$ cat config.mk
export PLATFORM = sky130hd
export DESIGN_NAME = fp_mult_stream
export DESIGN_NICKNAME = d
export VERILOG_FILES = /design/src/rtl/fp_mult_stream.sv
export SDC_FILE = /design/constraint.sdc
export NUM_CORES = 2
export LEC_CHECK = 0
export CAP_MARGIN = 20
export CELL_PAD_IN_SITES_DETAIL_PLACEMENT = 1
export CELL_PAD_IN_SITES_GLOBAL_PLACEMENT = 1
export CORE_UTILIZATION = 53
export DETAILED_ROUTE_END_ITERATION = 8
export GPL_TIMING_DRIVEN = 0
export PLACE_DENSITY = 0.93
export SLEW_MARGIN = 5
export SYNTH_ARGS = -nofsm -noshare
export SYNTH_HDL_FRONTEND = slang
export SYNTH_SLANG_ARGS = --single-unit
$ cat constraint.sdc
create_clock -name clk -period 31.5 [get_ports clk]
set_clock_uncertainty 0.2 [all_clocks]
set_input_delay 3.15 -clock clk [delete_from_list [all_inputs] [get_ports clk]]
set_output_delay 3.15 -clock clk [all_outputs]
set_load 0.01 [all_outputs]
$ cat src/rtl/fp_mult_stream.sv
// Streaming floating-point multiplier: operand register, combinational multiply/round,
// then a STAGES-deep result shift register under a single valid/ready advance.
module fp_mult_stream #(
  parameter int EXP_W  = 8,
  parameter int MAN_W  = 23,
  parameter int STAGES = 4
) (
  input  logic                   clk,
  input  logic                   rst,
  input  logic                   in_valid,
  output logic                   in_ready,
  input  logic [EXP_W+MAN_W:0]   a,
  input  logic [EXP_W+MAN_W:0]   b,
  input  logic [2:0]             rnd,
  output logic [EXP_W+MAN_W:0]   z,
  output logic [7:0]             status,
  output logic                   out_valid,
  input  logic                   out_ready
);
  localparam int W  = 1 + EXP_W + MAN_W;
  localparam int PW = 2 * (MAN_W + 1);
  localparam int XW = EXP_W + 2;

  localparam logic [XW-1:0]    BIAS     = XW'((1 << (EXP_W - 1)) - 1);
  localparam logic [EXP_W-1:0] EXP_MAX  = '1;
  localparam logic [EXP_W-1:0] EXP_TOP  = EXP_MAX - EXP_W'(1);
  localparam logic [EXP_W-1:0] EXP_ONE  = EXP_W'(1);
  localparam logic [MAN_W-1:0] QNAN_FR  = MAN_W'(1) << (MAN_W - 1);

  localparam logic [2:0] RND_NEAR = 3'b000;
  localparam logic [2:0] RND_ZERO = 3'b001;
  localparam logic [2:0] RND_PINF = 3'b010;
  localparam logic [2:0] RND_NINF = 3'b011;
  localparam logic [2:0] RND_NUP  = 3'b100;
  localparam logic [2:0] RND_AWAY = 3'b101;

  localparam logic [7:0] ST_ZERO = 8'h01;
  localparam logic [7:0] ST_INF  = 8'h02;
  localparam logic [7:0] ST_NAN  = 8'h04;
  localparam logic [7:0] ST_TINY = 8'h08;
  localparam logic [7:0] ST_HUGE = 8'h10;
  localparam logic [7:0] ST_INEX = 8'h20;

  logic                     advance;
  logic                     op_v;
  logic [W-1:0]             op_a, op_b;
  logic [2:0]               op_rnd;
  logic [STAGES-1:0]        res_v;
  logic [STAGES-1:0][W-1:0] res_z;
  logic [STAGES-1:0][7:0]   res_st;

  logic                sign, a_zero, a_inf, a_nan, b_zero, b_inf, b_nan;
  logic [EXP_W-1:0]    ea, eb;
  logic [MAN_W-1:0]    fa, fb, frac_r;
  logic [PW-1:0]       prod, prod_n;
  logic [MAN_W:0]      sig;
  logic [MAN_W+1:0]    sig_r;
  logic                guard, sticky, inexact, inc, away, ovf, unf;
  logic [2:0]          mode;
  logic [XW-1:0]       exp_pre, exp_r;
  logic [W-1:0]        r_z;
  logic [7:0]          r_st;

  always_comb begin
    sign   = op_a[W-1] ^ op_b[W-1];
    ea     = op_a[W-2:MAN_W];
    eb     = op_b[W-2:MAN_W];
    fa     = op_a[MAN_W-1:0];
    fb     = op_b[MAN_W-1:0];
    a_zero = (ea == '0);
    b_zero = (eb == '0);
    a_inf  = (ea == EXP_MAX) && (fa == '0);
    b_inf  = (eb == EXP_MAX) && (fb == '0);
    a_nan  = (ea == EXP_MAX) && (fa != '0);
    b_nan  = (eb == EXP_MAX) && (fb != '0);
    mode   = (op_rnd > RND_AWAY) ? RND_NEAR : op_rnd;

    // product lies in [1,4); a single left shift normalises the [1,2) case
    prod    = PW'({1'b1, fa}) * PW'({1'b1, fb});
    prod_n  = prod[PW-1] ? prod : (prod << 1);
    sig     = prod_n[PW-1 -: MAN_W+1];
    guard   = prod_n[MAN_W];
    sticky  = |prod_n[MAN_W-1:0];
    inexact = guard | sticky;
    exp_pre = XW'(ea) + XW'(eb) - BIAS + XW'(prod[PW-1]);
    away    = (mode == RND_AWAY) || ((mode == RND_PINF) && !sign) ||
              ((mode == RND_NINF) && sign);

    case (mode)
      RND_NEAR: inc = guard & (sticky | sig[0]);
      RND_ZERO: inc = 1'b0;
      RND_NUP:  inc = guard;
      default:  inc = away & inexact;
    endcase

    sig_r  = {1'b0, sig} + {{(MAN_W+1){1'b0}}, inc};
    exp_r  = exp_pre + XW'(sig_r[MAN_W+1]);
    frac_r = sig_r[MAN_W+1] ? sig_r[MAN_W:1] : sig_r[MAN_W-1:0];
    ovf    = $signed(exp_r) >= $signed({2'b00, EXP_MAX});
    unf    = $signed(exp_r) < $signed(XW'(1));

    r_z  = {sign, exp_r[EXP_W-1:0], frac_r};
    r_st = inexact ? ST_INEX : 8'h00;
    if (a_nan || b_nan || (a_inf && b_zero) || (a_zero && b_inf)) begin
      r_z  = {1'b0, EXP_MAX, QNAN_FR};
      r_st = ST_NAN;
    end else if (a_inf || b_inf) begin
      r_z  = {sign, EXP_MAX, {MAN_W{1'b0}}};
      r_st = ST_INF;
    end else if (a_zero || b_zero) begin
      r_z  = {sign, {(W-1){1'b0}}};
      r_st = ST_ZERO;
    end else if (ovf) begin
      if ((mode == RND_NEAR) || (mode == RND_NUP) || away) begin
        r_z  = {sign, EXP_MAX, {MAN_W{1'b0}}};
        r_st = ST_INF | ST_HUGE | ST_INEX;
      end else begin
        r_z  = {sign, EXP_TOP, {MAN_W{1'b1}}};
        r_st = ST_HUGE | ST_INEX;
      end
    end else if (unf) begin
      if (away) begin
        r_z  = {sign, EXP_ONE, {MAN_W{1'b0}}};
        r_st = ST_TINY | ST_INEX;
      end else begin
        r_z  = {sign, {(W-1){1'b0}}};
        r_st = ST_ZERO | ST_TINY | ST_INEX;
      end
    end
  end

  assign advance   = !out_valid || out_ready;
  assign in_ready  = advance && rst;
  assign out_valid = res_v[STAGES-1];
  assign z         = res_z[STAGES-1];
  assign status    = res_st[STAGES-1];

  always_ff @(posedge clk) begin
    if (!rst) begin
      op_v   <= 1'b0;
      op_a   <= '0;
      op_b   <= '0;
      op_rnd <= '0;
      res_v  <= '0;
      res_z  <= '0;
      res_st <= '0;
    end else if (advance) begin
      op_v   <= in_valid;
      op_a   <= a;
      op_b   <= b;
      op_rnd <= rnd;
      res_v  <= {res_v[STAGES-2:0], op_v};
      res_z  <= {res_z[STAGES-2:0], r_z};
      res_st <= {res_st[STAGES-2:0], r_st};
    end
  end
endmodule
==> out/metrics.cfg <==
[outcome]
status = finished clean

[floorplan]
dieArea_sq_um = 57130
die-height_um = 239.0
rows = 86
pin_count = 113
coreArea_sq_um = 55310
start_util_pct = 53.83
die_w_um = 239.0

[sta]
report.final.hold_viol_count = 0
setup_ws_ps = 14450
finalSetupViolations = 0
slew_headroom_pct = 19.08
post-route-period-util_pct = 54.13
rsz0062_at_grt = no
fmaxAchievable_mhz = 58.65
period_needed_ps = 17050
slew_viol_final = 0
worst_pin_slew_ps = 1214
setup_tns_ps = 0
hold_slack_ps = 216.2

[power_and_ir_drop]
pwr-share-seq_pct = 14.3
p_switching_mw = 1.297
swShare_pct = 54.82
p_clk_share_pct = 13.9
comb_power_share_pct = 71.8
p_per_area_nw_per_um2 = 72.26
p_int_mw = 1.069
leakage_nw = 14.81
ir_worst_vdd_mv = 0.08016

[route]
drc_errors = 0
viasPerCell = 6.389
drtIter0Drc = 3304
avgRoutedWirePerCell_um = 28.78
wl_um = 128700
first_pass_iters = 8
num_vias = 28580
postRouteAntennaNets = 0

[clock_network]
cts_tree = yes
cts.clk_slew.worst_paths_ps = 70
root_buffer = clkbuf_16
clock_latency_ps = 660
htree_levels = 1
hold_buffers = 0
cts_made_buffers = 26
cts_resized = 0
clkSinkCount = 224
cts_setup_buffers = 0
cts_buffer_depth = 3

[logic_synthesis]
synth_warnings = 0
synth_edf_count = 0
synth_cell_types = 83
synth_cells = 3550
synthFlopType = dfxtp_1
yosysMostFrequentCell = nand2_1
syn_area_per_cell_sq_um = 8.387
post-synth-top-area-fraction_pct = 32.54
async_flop_share_pct = 0
ys_ff_latch = 224
synthTopCellsByCount = nand2_1 (747), inv_1 (574), fa_1 (484), and2_1 (229), dfxtp_1 (224)
synth_area_leaders = fa_1 (33%), dfxtp_1 (15%), nand2_1 (9.4%), ha_1 (8.0%), inv_1 (7.2%)
synth_area_leader_cell = fa_1
yosysSeqAreaShare_pct = 15.06
syn_area_sq_um = 29770

[setup_path]
cpPeakStageDelay_ps = 830
worst-path-max-fanout = 10
cp.required_ps = 31770
path_class = reg -> reg
cp_data_arrival_time_ps = 17320
cp_top_family = compound AO/OA/AOI/OAI gates
cp_slowest_cell = clkbuf_1
crit_buf_inv = 14
startpoint_type = register
critPathCaptureType = register

[layout]
regArea_sq_um = 4484
multiInputGateArea_sq_um = 22020
fin_nets = 4436
drive_above_1_share_pct = 3.530
fillCellCount = 6685
area_growth_pct = 9.955

[global_route]
grt_max_degree = 14
antenna_found_initial = 12
grt_pass1_vias = 31680
grt_use_total_pct = 46.25
overflow = 0
grt_pass1_wl_um = 192700

[placement]
port_buffers = 109
hpwl_um = 95400
dp_slack_ps = 15750
place.gp.congestion = 1.002

[min_path]
hold_path.class = reg -> reg

[flow_run]
max_cap_violations = 0

==> cell usage in the layout, fill, tap and decap left out, types with 78 or more instances in the layout <==
master	netlist	routed
nor2_1	90	90
ha_1	190	190
fa_1	484	484
dfxtp_1	224	224
nand2_1	747	747
clkbuf_1	185	188
clkdlybuf4s50_1	0	109
and2_1	229	229
a21boi_0	197	197
a21oi_1	78	78
inv_1	574	574
==> per-layer routing <==
metal	share of wire [%]	routed length [um]	GRT usage, %
met1	33	42910	51.81
met2	43	55480	69.31
met3	14	17550	19.02
met5	0.051	66	0
met4	9.9	12720	37.26
==> sequential cells by signal (all words and copies together) (netlist names) <==
register	flops
res_z	96
op_a	32
op_b	32
z	32
res_st	18
status	6
res_v	4
op_rnd	3
op_v	1
==> area by class of cell <==
class	instances	share of cell area, %
multi-input cells	2503	67.27
flip-flops and latches	224	13.70
inverters	577	6.616
repair buffers	112	3.379
plain buffers	247	3.379
well taps	748	2.859
clock buffers	34	2.232
clock inverters	14	0.4663
diodes	14	0.1070
==> power by group through the flow <==
stage | combinational (mW) | sequential [mW] | clock, mW
floorplan | 1.10 | 0.328 | 0
global placement | 1.48 | 0.338 | 0
detailed placement | 1.58 | 0.340 | 0
CTS | 1.61 | 0.335 | 0.325
global route | 1.82 | 0.338 | 0.341
finish | 1.70 | 0.337 | 0.330
==> cells by family after synthesis <==
kind of cell / share of synthesized area [%]
xor gates and xnor gates: 1.647
muxes: 0.6808
DFF: 15.06
and+or+nand+nor: 19.51
AOI/OAI and AO/OA: 11.57
buffers and inverters: 10.99
adders and majority gates: 40.53
other: 0.01260
==> worst paths after layout <==
kind	slack (ps)	from	cells after the start	endpoint
worst min-delay path	220	res_z[95]	2	z[31]
worst min register to register	220	res_z[95]	2	z[31]
worst max register to register	14450	op_a[8]	51	res_z[19]
worst max-delay path	14450	op_a[8]	51	res_z[19]
==> worst register-to-register path: cells and delay by family (launching register included) <==
family                     cells  cell delay [ps]
buffers and inverters         14             3590
AOI/OAI and AO/OA             17             5520
DFF                            1              420
xor gates and xnor gates       1              210
and+or+nand+nor                7             1900
adders and majority gates     12             5040
==> metrics by stage <==
step	instance area (sq um)	utilization (%)	instances	power, mW
2_1_floorplan	29780	-	3551	1.425
3_3_place_gp	31800	57.50	4408	1.820
3_5_place_dp	31800	57.50	4408	1.925
4_1_cts	32690	59.10	4456	2.273
5_1_grt	32710	59.13	4460	2.499
6_report	32740	59.19	4473	2.366
No activity file was read; power rests on OpenSTA's default activity.
